`config.mk`:
```
export PLATFORM = sky130hd
export DESIGN_NAME = sort_array
export DESIGN_NICKNAME = d
export VERILOG_FILES = /design/src/rtl/sort_pkg.sv /design/src/rtl/sort_cell.sv /design/src/rtl/sort_array.sv
export SDC_FILE = /design/constraint.sdc
export NUM_CORES = 1
export LEC_CHECK = 0
export CAP_MARGIN = 40
export CORE_MARGIN = 4
export CORE_UTILIZATION = 60
export CTS_BUF_LIST = sky130_fd_sc_hd__clkbuf_8
export DETAILED_ROUTE_END_ITERATION = 8
export GPL_TIMING_DRIVEN = 0
export PLACE_DENSITY_LB_ADDON = 0.3
export REMOVE_ABC_BUFFERS = 1
export SLEW_MARGIN = 20
export SYNTH_ARGS = -nofsm -noshare
export SYNTH_HDL_FRONTEND = slang
export SYNTH_SLANG_ARGS = --single-unit
```
`constraint.sdc`:
```
create_clock -name clk -period 3.2 [get_ports clk]
set_input_delay 0.64 -clock clk [delete_from_list [all_inputs] [get_ports clk]]
set_output_delay 0.64 -clock clk [all_outputs]
set_load 0.01 [all_outputs]
```
`src/rtl/sort_pkg.sv`:
```
// Shared types and helpers for the sorted insertion buffer (sort_array / sort_cell).
package sort_pkg;

    typedef enum logic {FILL = 1'b0, DRAIN = 1'b1} sort_state_t;

    function automatic int count_width(input int depth);
        return $clog2(depth + 1);
    endfunction

endpackage

```
`src/rtl/sort_cell.sv`:
```
// One slot of the insertion-sort array: stores a value and a valid bit, and
// shifts toward the tail on insert or toward the head on pop.
module sort_cell
    import sort_pkg::*;
#(
    parameter int DATA_WIDTH = 8
) (
    input  logic                  clk,
    input  logic                  rst,
    input  logic [DATA_WIDTH-1:0] i_new,
    input  logic [DATA_WIDTH-1:0] i_up_data,
    input  logic                  i_up_valid,
    input  logic                  i_up_flag,
    input  logic [DATA_WIDTH-1:0] i_dn_data,
    input  logic                  i_dn_valid,
    input  logic                  i_shift_in,
    input  logic                  i_shift_out,
    input  logic                  i_cmp,
    output logic [DATA_WIDTH-1:0] o_data,
    output logic                  o_valid,
    output logic                  o_flag
);

    logic [DATA_WIDTH-1:0] r_data;
    logic                  r_valid;

    // The flag is monotonic along the array, so the first set flag marks the insert slot.
    assign o_flag  = i_cmp || !r_valid;
    assign o_data  = r_data;
    assign o_valid = r_valid;

    always_ff @(posedge clk) begin
        if (rst) begin
            r_data  <= '0;
            r_valid <= 1'b0;
        end else if (i_shift_in) begin
            if (i_up_flag) begin
                r_data  <= i_up_data;
                r_valid <= i_up_valid;
            end else if (o_flag) begin
                r_data  <= i_new;
                r_valid <= 1'b1;
            end
        end else if (i_shift_out) begin
            r_data  <= i_dn_data;
            r_valid <= i_dn_valid;
        end
    end

endmodule

```
`src/rtl/sort_array.sv`:
```
// DEPTH-entry insertion-sort buffer with valid/ready on both sides.
// Define SORT_ARRAY_DESCEND_EN to keep the largest value at slot 0.
module sort_array
    import sort_pkg::*;
#(
    parameter int DATA_WIDTH = 8,
    parameter int DEPTH      = 8
) (
    input  logic                               clk,
    input  logic                               rst,
    input  logic                               in_valid,
    input  logic [DATA_WIDTH-1:0]              in_data,
    output logic                               in_ready,
    input  logic                               drain,
    output logic                               out_valid,
    output logic [DATA_WIDTH-1:0]              out_data,
    input  logic                               out_ready,
    output logic [count_width(DEPTH)-1:0]      count,
    output logic                               full,
    output logic                               dbg_state
);

    // Handshake: a transfer happens on a rising edge where valid && ready are both high;
    // ready/valid outputs depend only on registered state.

    localparam int              CW       = count_width(DEPTH);
    localparam logic [CW-1:0]   FULL_CNT = CW'(DEPTH);
    localparam logic [CW-1:0]   ONE_CNT  = CW'(1);
    localparam logic            ST_FILL  = 1'b0;
    localparam logic            ST_DRAIN = 1'b1;

    logic          r_state;
    logic [CW-1:0] r_count;

    logic [DATA_WIDTH-1:0] w_data  [DEPTH];
    logic                  w_valid [DEPTH];
    logic                  w_flag  [DEPTH];
    logic                  w_cmp   [DEPTH];
    logic                  w_accept;
    logic                  w_pop;

    assign full      = (r_count == FULL_CNT);
    assign in_ready  = (r_state == ST_FILL) && !full;
    assign out_valid = (r_state == ST_DRAIN);
    assign out_data  = out_valid ? w_data[0] : '0;
    assign count     = r_count;
    assign dbg_state = r_state;
    assign w_accept  = in_valid && in_ready;
    assign w_pop     = out_valid && out_ready;

    genvar gi;
    generate
        for (gi = 0; gi < DEPTH; gi++) begin : g_slot
            logic [DATA_WIDTH-1:0] w_up_data;
            logic                  w_up_valid;
            logic                  w_up_flag;
            logic [DATA_WIDTH-1:0] w_dn_data;
            logic                  w_dn_valid;

`ifdef SORT_ARRAY_DESCEND_EN
            assign w_cmp[gi] = w_valid[gi] && (w_data[gi] < in_data);
`else
            assign w_cmp[gi] = w_valid[gi] && (w_data[gi] > in_data);
`endif

            if (gi == 0) begin : g_head
                assign w_up_data  = '0;
                assign w_up_valid = 1'b0;
                assign w_up_flag  = 1'b0;
            end else begin : g_body
                assign w_up_data  = w_data[gi-1];
                assign w_up_valid = w_valid[gi-1];
                assign w_up_flag  = w_flag[gi-1];
            end

            if (gi == DEPTH - 1) begin : g_tail
                assign w_dn_data  = '0;
                assign w_dn_valid = 1'b0;
            end else begin : g_mid
                assign w_dn_data  = w_data[gi+1];
                assign w_dn_valid = w_valid[gi+1];
            end

            sort_cell #(.DATA_WIDTH(DATA_WIDTH)) u_cell (
                .clk         (clk),
                .rst         (rst),
                .i_new       (in_data),
                .i_up_data   (w_up_data),
                .i_up_valid  (w_up_valid),
                .i_up_flag   (w_up_flag),
                .i_dn_data   (w_dn_data),
                .i_dn_valid  (w_dn_valid),
                .i_shift_in  (w_accept),
                .i_shift_out (w_pop),
                .i_cmp       (w_cmp[gi]),
                .o_data      (w_data[gi]),
                .o_valid     (w_valid[gi]),
                .o_flag      (w_flag[gi])
            );
        end
    endgenerate

    always_ff @(posedge clk) begin
        if (rst) begin
            r_state <= ST_FILL;
            r_count <= '0;
        end else begin
            if (r_state == ST_FILL) begin
                // A same-cycle accept makes an empty-array drain meaningful.
                if (drain && (r_count != '0 || w_accept)) begin
                    r_state <= ST_DRAIN;
                end
                if (w_accept) begin
                    r_count <= r_count + ONE_CNT;
                end
            end else if (w_pop) begin
                r_count <= r_count - ONE_CNT;
                if (r_count == ONE_CNT) begin
                    r_state <= ST_FILL;
                end
            end
        end
    end

endmodule

```
==> results of run 1 <==
[registers in the layout, summed over array words and instances (netlist names)]
| register | count |
|---|---|
| g_slot.u_cell.o_data | 64 |
| count | 4 |
| g_slot.u_cell.o_valid | 8 |
| dbg_state | 1 |
[per-layer routing]
layer	up-vias	global-route usage [%]	wire, microns
met5	-	0	0
met4	0	16.7	1120
met3	113	4.96	2680
met2	494	51.0	8290
met1	2790	44.5	7250
li1	2723	-	-
[logic make-up (layout without fill, tap and decap cells)]
logic type,count (synthesis),count (layout),synth area share (%)
buf+inv,87,118,6.99
flops,77,77,26.9
xor+xnor,3,3,0.459
compound gates,215,215,27.5
fa+ha+maj,67,67,14.6
mux,25,25,4.87
simple gates,230,233,18.7
[cell usage in the layout, fill, tap and decap left out, types with 13 or more instances in the layout]
cell             instances
o21ai_0                 23
clkdlybuf4s50_1         19
a22o_1                  16
inv_1                   44
nand2_1                 42
nand4_1                 13
a21oi_1                 36
a311oi_1                13
nand3_1                 17
dfxtp_1                 77
buf_4                   22
mux2_2                  23
ha_1                    67
nor2_1                 105
o32ai_1                 32
a31oi_1                 32
[worst max path at each step]
stage	cells past startpoint	end
global placement	6	g_slot[1].u_cell.o_data[1]
floorplan	8	g_slot[6].u_cell.o_data[0]
global route	8	g_slot[4].u_cell.o_data[1]
CTS	10	g_slot[4].u_cell.o_data[7]
detailed placement	9	g_slot[3].u_cell.o_data[3]
finish	8	g_slot[1].u_cell.o_data[6]
[repair_timing]
| item | 4_1_cts | 5_1_grt |
|---|---|---|
| gates resized for setup | 29 | 15 |
| gates cloned | 0 | 3 |
| buffers inserted | 22 | 0 |
| pin swaps | 1 | 1 |
| setup endpoints to repair | 56 | 56 |
[power groups by stage]
| stage | combinational, W | sequential [W] | clock, W |
|---|---|---|---|
| floorplan | 0.000795 | 0.00120 | 0 |
| global placement | 0.00108 | 0.00124 | 0 |
| detailed placement | 0.00112 | 0.00125 | 0 |
| CTS | 0.00118 | 0.00123 | 0.000776 |
| global route | 0.00135 | 0.00126 | 0.000810 |
| finish | 0.00125 | 0.00124 | 0.000784 |
[through the flow]
| stage | setup TNS (ns) | instance area, sq um |
|---|---|---|
| global route | -0.0218 | 6490 |
| detailed placement | -49.48 | 6010 |
| floorplan | -25.27 | 5520 |
| CTS | 0 | 6480 |
| finish | 0 | 6490 |
| global placement | -135.75 | 5960 |
[layout make-up]
type	count	area, sq um	share of cell area (%)
multi-input combinational	543	3930	60.5
inverter	51	218	3.36
timing repair buffer	52	444	6.85
clock inverter	4	47.5	0.733
clock buffer	11	151	2.33
sequential	77	1540	23.8
tap	129	161	2.49
[critical path: stages, from the launching register on]
cell and delay, ns:
dfxtp_1 0.44, inv_1 0.11, ha_1 0.24, nand3b_1 0.36
nand3_4 0.50, nand2_4 0.37, nor2_1 0.20, a31oi_2 0.55
o32ai_1 0.20
==> results.cfg, run 1 <==
[synthesis]
netlist.area_leader.share_pct = 26.9
yosysTopAreaCell = dfxtp_1
syn_area_per_cell_sq_um = 8.14
synth_edf_count = 0
synth_area_sq_um = 5730
ys_dominant_reg_cell = dfxtp_1
ys_seq_area_share_pct = 26.9
synthTopCellsByArea = dfxtp_1 27%, ha_1 15%, nor2_1 6.9%
synth_most_common_cell = nor2_1
netlist_top_cells_count = 106 x nor2_1, 77 x dfxtp_1, 67 x ha_1
yosysWarnings = 0
synth_cell_types = 62
ys_ff_latch = 77
syn_inst = 704
async_flop_share_pct = 0

[layout]
fin_nets = 814
diodes = 0
finish.utilization_pct = 69.9
fillers = 710
drive_above_1_share_pct = 14.5
fin_cells = 867
syn_to_final_growth_pct = 13.3

[placement]
globalplace.congestion = 0.933
io_buffer_count = 28
placed_cells = 827
pre_cts_slack_ns = -1.06
hpwlAfterDp_mm = 12.3

[cts]
cts-root-buf = clkbuf_8
cts_tree = yes
clk_pin_slew_worst_paths_ns = 0.09
ctsHoldBuffers = 0
cts_buffer_depth = 2
cts-buffers-inserted = 9
cts.sinks = 77
h-tree-depth = 3
clock_latency_ns = 0.37

[worst_setup_path]
rrSetupSlack_ns = 0.07
startpoint = count[0]
endpoint_kind = flop
cp_max_fo = 33
ff2ff_path_depth = 8
start_kind = flop
crit_type = reg2reg
required_ns = 3.41
r2r-start = count[0]
r2r-end = g_slot[1].u_cell.o_data[6]
cp.arrival_ns = 3.34

[route]
drt_wl_total_mm = 19.3
drtIter0Drc = 925
ant_nets = 0
dr_total_vias = 6120
routedWlPerCell_microns = 22.3
drcViolationCount = 0
drtPass1Iterations = 6
via_per_inst = 7.06

[sta]
tightestPinTransition_ns = 0.839
clock.fmax_ghz = 0.319
final.period_utilization_pct = 97.9
slew_headroom_pct = 44.1
hold_viol_final = 0
slew_violations = 0
rsz0062_at_grt = yes
hold_ws_ns = 0.508
layout_min_cycle_time_ns = 3.13
fin_ws_ns = 0.0663
skew_ns = 0.0131
setup_viol = 0

[worst_hold_path]
hold_start = g_slot[1].u_cell.o_data[0]
min_path_type = reg2reg
min_to = g_slot[0].u_cell.o_data[0]
whs_path_depth = 2

[floorplanning]
io_pins = 29
dieArea_sq_um = 11200
dieWidth_microns = 106
start_util_pct = 61.7
die_y_microns = 106
rows = 35
core_area_sq_um = 9280

[power_and_ir_drop]
p_int_w = 0.00197
p_clk_share_pct = 23.9
p_leak_nw = 2.51
finalPower_w = 0.00328
comb_power_share_pct = 38.1
ir_drop_mv = 0.324
switchingPower_w = 0.00131
pwr-share-seq_pct = 37.9
powerDensity_nw_per_um2 = 505
power_switching_share_pct = 40.0

[global_route]
antenna_found_initial = 0
grt-ovfl-total = 0
grt_pass1_vias = 5639
grt_max_degree = 67
grt_pass1_wl_mm = 29.3
track_usage_pct = 32.9

[run]
max_cap_viol_count = 0

[outcome]
outcome = completed
Note: power is estimated with default switching activity, not from simulation.
==> inputs of run 2 (changes only) <==
--- a/config.mk
+++ b/config.mk
@@ -13,6 +13,7 @@
 export GPL_TIMING_DRIVEN = 0
 export PLACE_DENSITY_LB_ADDON = 0.3
 export REMOVE_ABC_BUFFERS = 1
+export SKIP_LAST_GASP = 1
 export SLEW_MARGIN = 20
 export SYNTH_ARGS = -nofsm -noshare
 export SYNTH_HDL_FRONTEND = slang
==> constraint.sdc (replaced) <==
create_clock -name clk -period 3.9 [get_ports clk]
set_input_delay 0.78 -clock clk [delete_from_list [all_inputs] [get_ports clk]]
set_output_delay 0.78 -clock clk [all_outputs]
set_load 0.01 [all_outputs]
==> run 2 against run 1 <==
The run now ends with setup timing left; final cell count is 2.2% lower; utilization is 2.0 points lower; wire length fell by 7.3%; hold slack got worse by 0.0040 ns; power down 20%; via count fell by 3.3%; critical path depth rose by 1; final area decreased by 2.9%; clock-buffer cell count did not move; sequential cell count unchanged; critical path type is now in2reg; highest routed layer unchanged.
==> results.cfg, run 2 (same netlist as run 1, synthesis figures left out) <==
[outcome]
outcome = finished with violations
failed_checks = setup timing

[worst_setup_path]
cp.arrival_ns = 4.15
critical-path-slowest-cell = clkdlybuf4s50_1
required_ns = 4.11
cp_max_fo = 8
ff2ff_path_depth = 8
critPathMaxStageDelay_ns = 0.77
crit_type = in2reg
start_kind = primary input
rrSetupSlack_ns = 0.40
endpoint_kind = flop
crit_chain = clkdlybuf4s50_1 -> inv_1 -> ha_1 -> and4_1 -> nor3b_1 -> or2_2 -> nand2_1 -> o21ai_1 -> o32ai_1

[power_and_ir_drop]
p_clk_share_pct = 24.5
p_leak_nw = 2.43
powerDensity_nw_per_um2 = 416
comb_power_share_pct = 36.8
pwr-share-seq_pct = 38.7
p_int_w = 0.00159
ir_drop_mv = 0.245
power_switching_share_pct = 39.2
switchingPower_w = 0.00103

[route]
drtIter0Drc = 702
ant_nets = 0
via_per_inst = 6.98
routedWlPerCell_microns = 21.2
drcViolationCount = 0
drt_wl_total_mm = 17.9
drtPass1Iterations = 6
dr_total_vias = 5916

[global_route]
antenna_found_initial = 0
grt-ovfl-total = 0
grt_max_degree = 67
track_usage_pct = 31.8
grt_pass1_wl_mm = 28.4
grt_pass1_vias = 5540

[placement]
globalplace.congestion = 0.933
postPlaceCellArea_sq_um = 6010
hpwlAfterDp_mm = 12.3
placed_cells = 827
io_buffer_count = 28

[layout]
fillers = 743
seq_area_sq_um = 1540
fin_cells = 848
drive_above_1_share_pct = 9.87
layout_common_cells = 106 x nor2_1, 77 x dfxtp_1, 67 x ha_1
diodes = 0
finish.utilization_pct = 67.8
fin_nets = 795
multi_input_area_sq_um = 3850
final_common_cell = nor2_1
largest_reg_flops = 64
final_area_sq_um = 6300
syn_to_final_growth_pct = 9.94

[floorplanning]
start_util_pct = 61.7
dieWidth_microns = 106
core_area_sq_um = 9280
io_pins = 29
die_y_microns = 106
rows = 35
dieArea_sq_um = 11200

[cts]
cts_tree = yes
cts_buffer_depth = 2
h-tree-depth = 3
clock_latency_ns = 0.36
cts-root-buf = clkbuf_8
cts-buffers-inserted = 9
clk_pin_slew_worst_paths_ns = 0.09
cts.sinks = 77

[sta]
tightestPinTransition_ns = 0.850
clock.fmax_ghz = 0.254
hold_ws_ns = 0.504
slew_violations = 0
slew_headroom_pct = 43.1
layout_min_cycle_time_ns = 3.94
final.period_utilization_pct = 101
hold_viol_final = 0
fin_ws_ns = -0.0402
skew_ns = 0.0114
setup_viol = 8

[worst_hold_path]
min_path_type = reg2reg
whs_path_depth = 2

[run]
max_cap_viol_count = 0
-- run 2: critical path, delay by kind of cell --
family          cells  cell delay (ns)
compound gates      2             0.77
buf+inv             2             1.19
fa+ha+maj           1             0.45
simple gates        4             0.96
-- run 2: repair_timing --
action | 4_1_cts | 5_1_grt
setup endpoints to repair | 17 | 25
resized for setup | 4 | 4
hold buffers | 0 | 0
buffers inserted | 0 | 6
-- run 2: worst paths after layout --
kind	from	endpoint
hold reg to reg	g_slot[1].u_cell.o_data[0]	g_slot[0].u_cell.o_data[0]
setup reg to reg	count[0]	g_slot[1].u_cell.o_data[6]
setup / recovery	in_data[3]	g_slot[1].u_cell.o_data[5]
hold / removal	g_slot[1].u_cell.o_data[0]	g_slot[0].u_cell.o_data[0]
-- run 2: metrics by stage --
stage / worst slack, ns / TNS, ns / total power, W
6_report: -0.0402 / -0.232 / 0.00262
5_1_grt: -0.0265 / -0.143 / 0.00275
4_1_cts: 0.0618 / 0 / 0.00258
3_5_place_dp: -0.497 / -15.83 / 0.00194
3_3_place_gp: -1.60 / -93.53 / 0.00190
2_1_floorplan: 0.0388 / 0 / 0.00164
-- run 2: power by group through the flow --
stage / Sequential (W) / Clock [W] / Combinational (W)
5_1_grt: 0.00103 / 0.000668 / 0.00106
3_5_place_dp: 0.00102 / 0 / 0.000916
4_1_cts: 0.00101 / 0.000636 / 0.000932
6_report: 0.00102 / 0.000642 / 0.000965
3_3_place_gp: 0.00102 / 0 / 0.000885
2_1_floorplan: 0.000988 / 0 / 0.000652
-- run 2: cell type report --
class / instances / share of cell area [%]
repair buffers: 36 / 5.52
multi-input cells: 540 / 61.1
clock buffers: 11 / 2.40
clock inverters: 4 / 0.755
inverters: 51 / 3.16
well taps: 129 / 2.56
flip-flops and latches: 77 / 24.5
-- run 2: routing by layer --
layer,track usage [%],up-vias,wire (microns)
li1,-,2671,-
met1,42.6,2748,7010
met2,48.6,423,7860
met3,6.12,74,2160
met4,16.2,0,895
met5,0,-,0
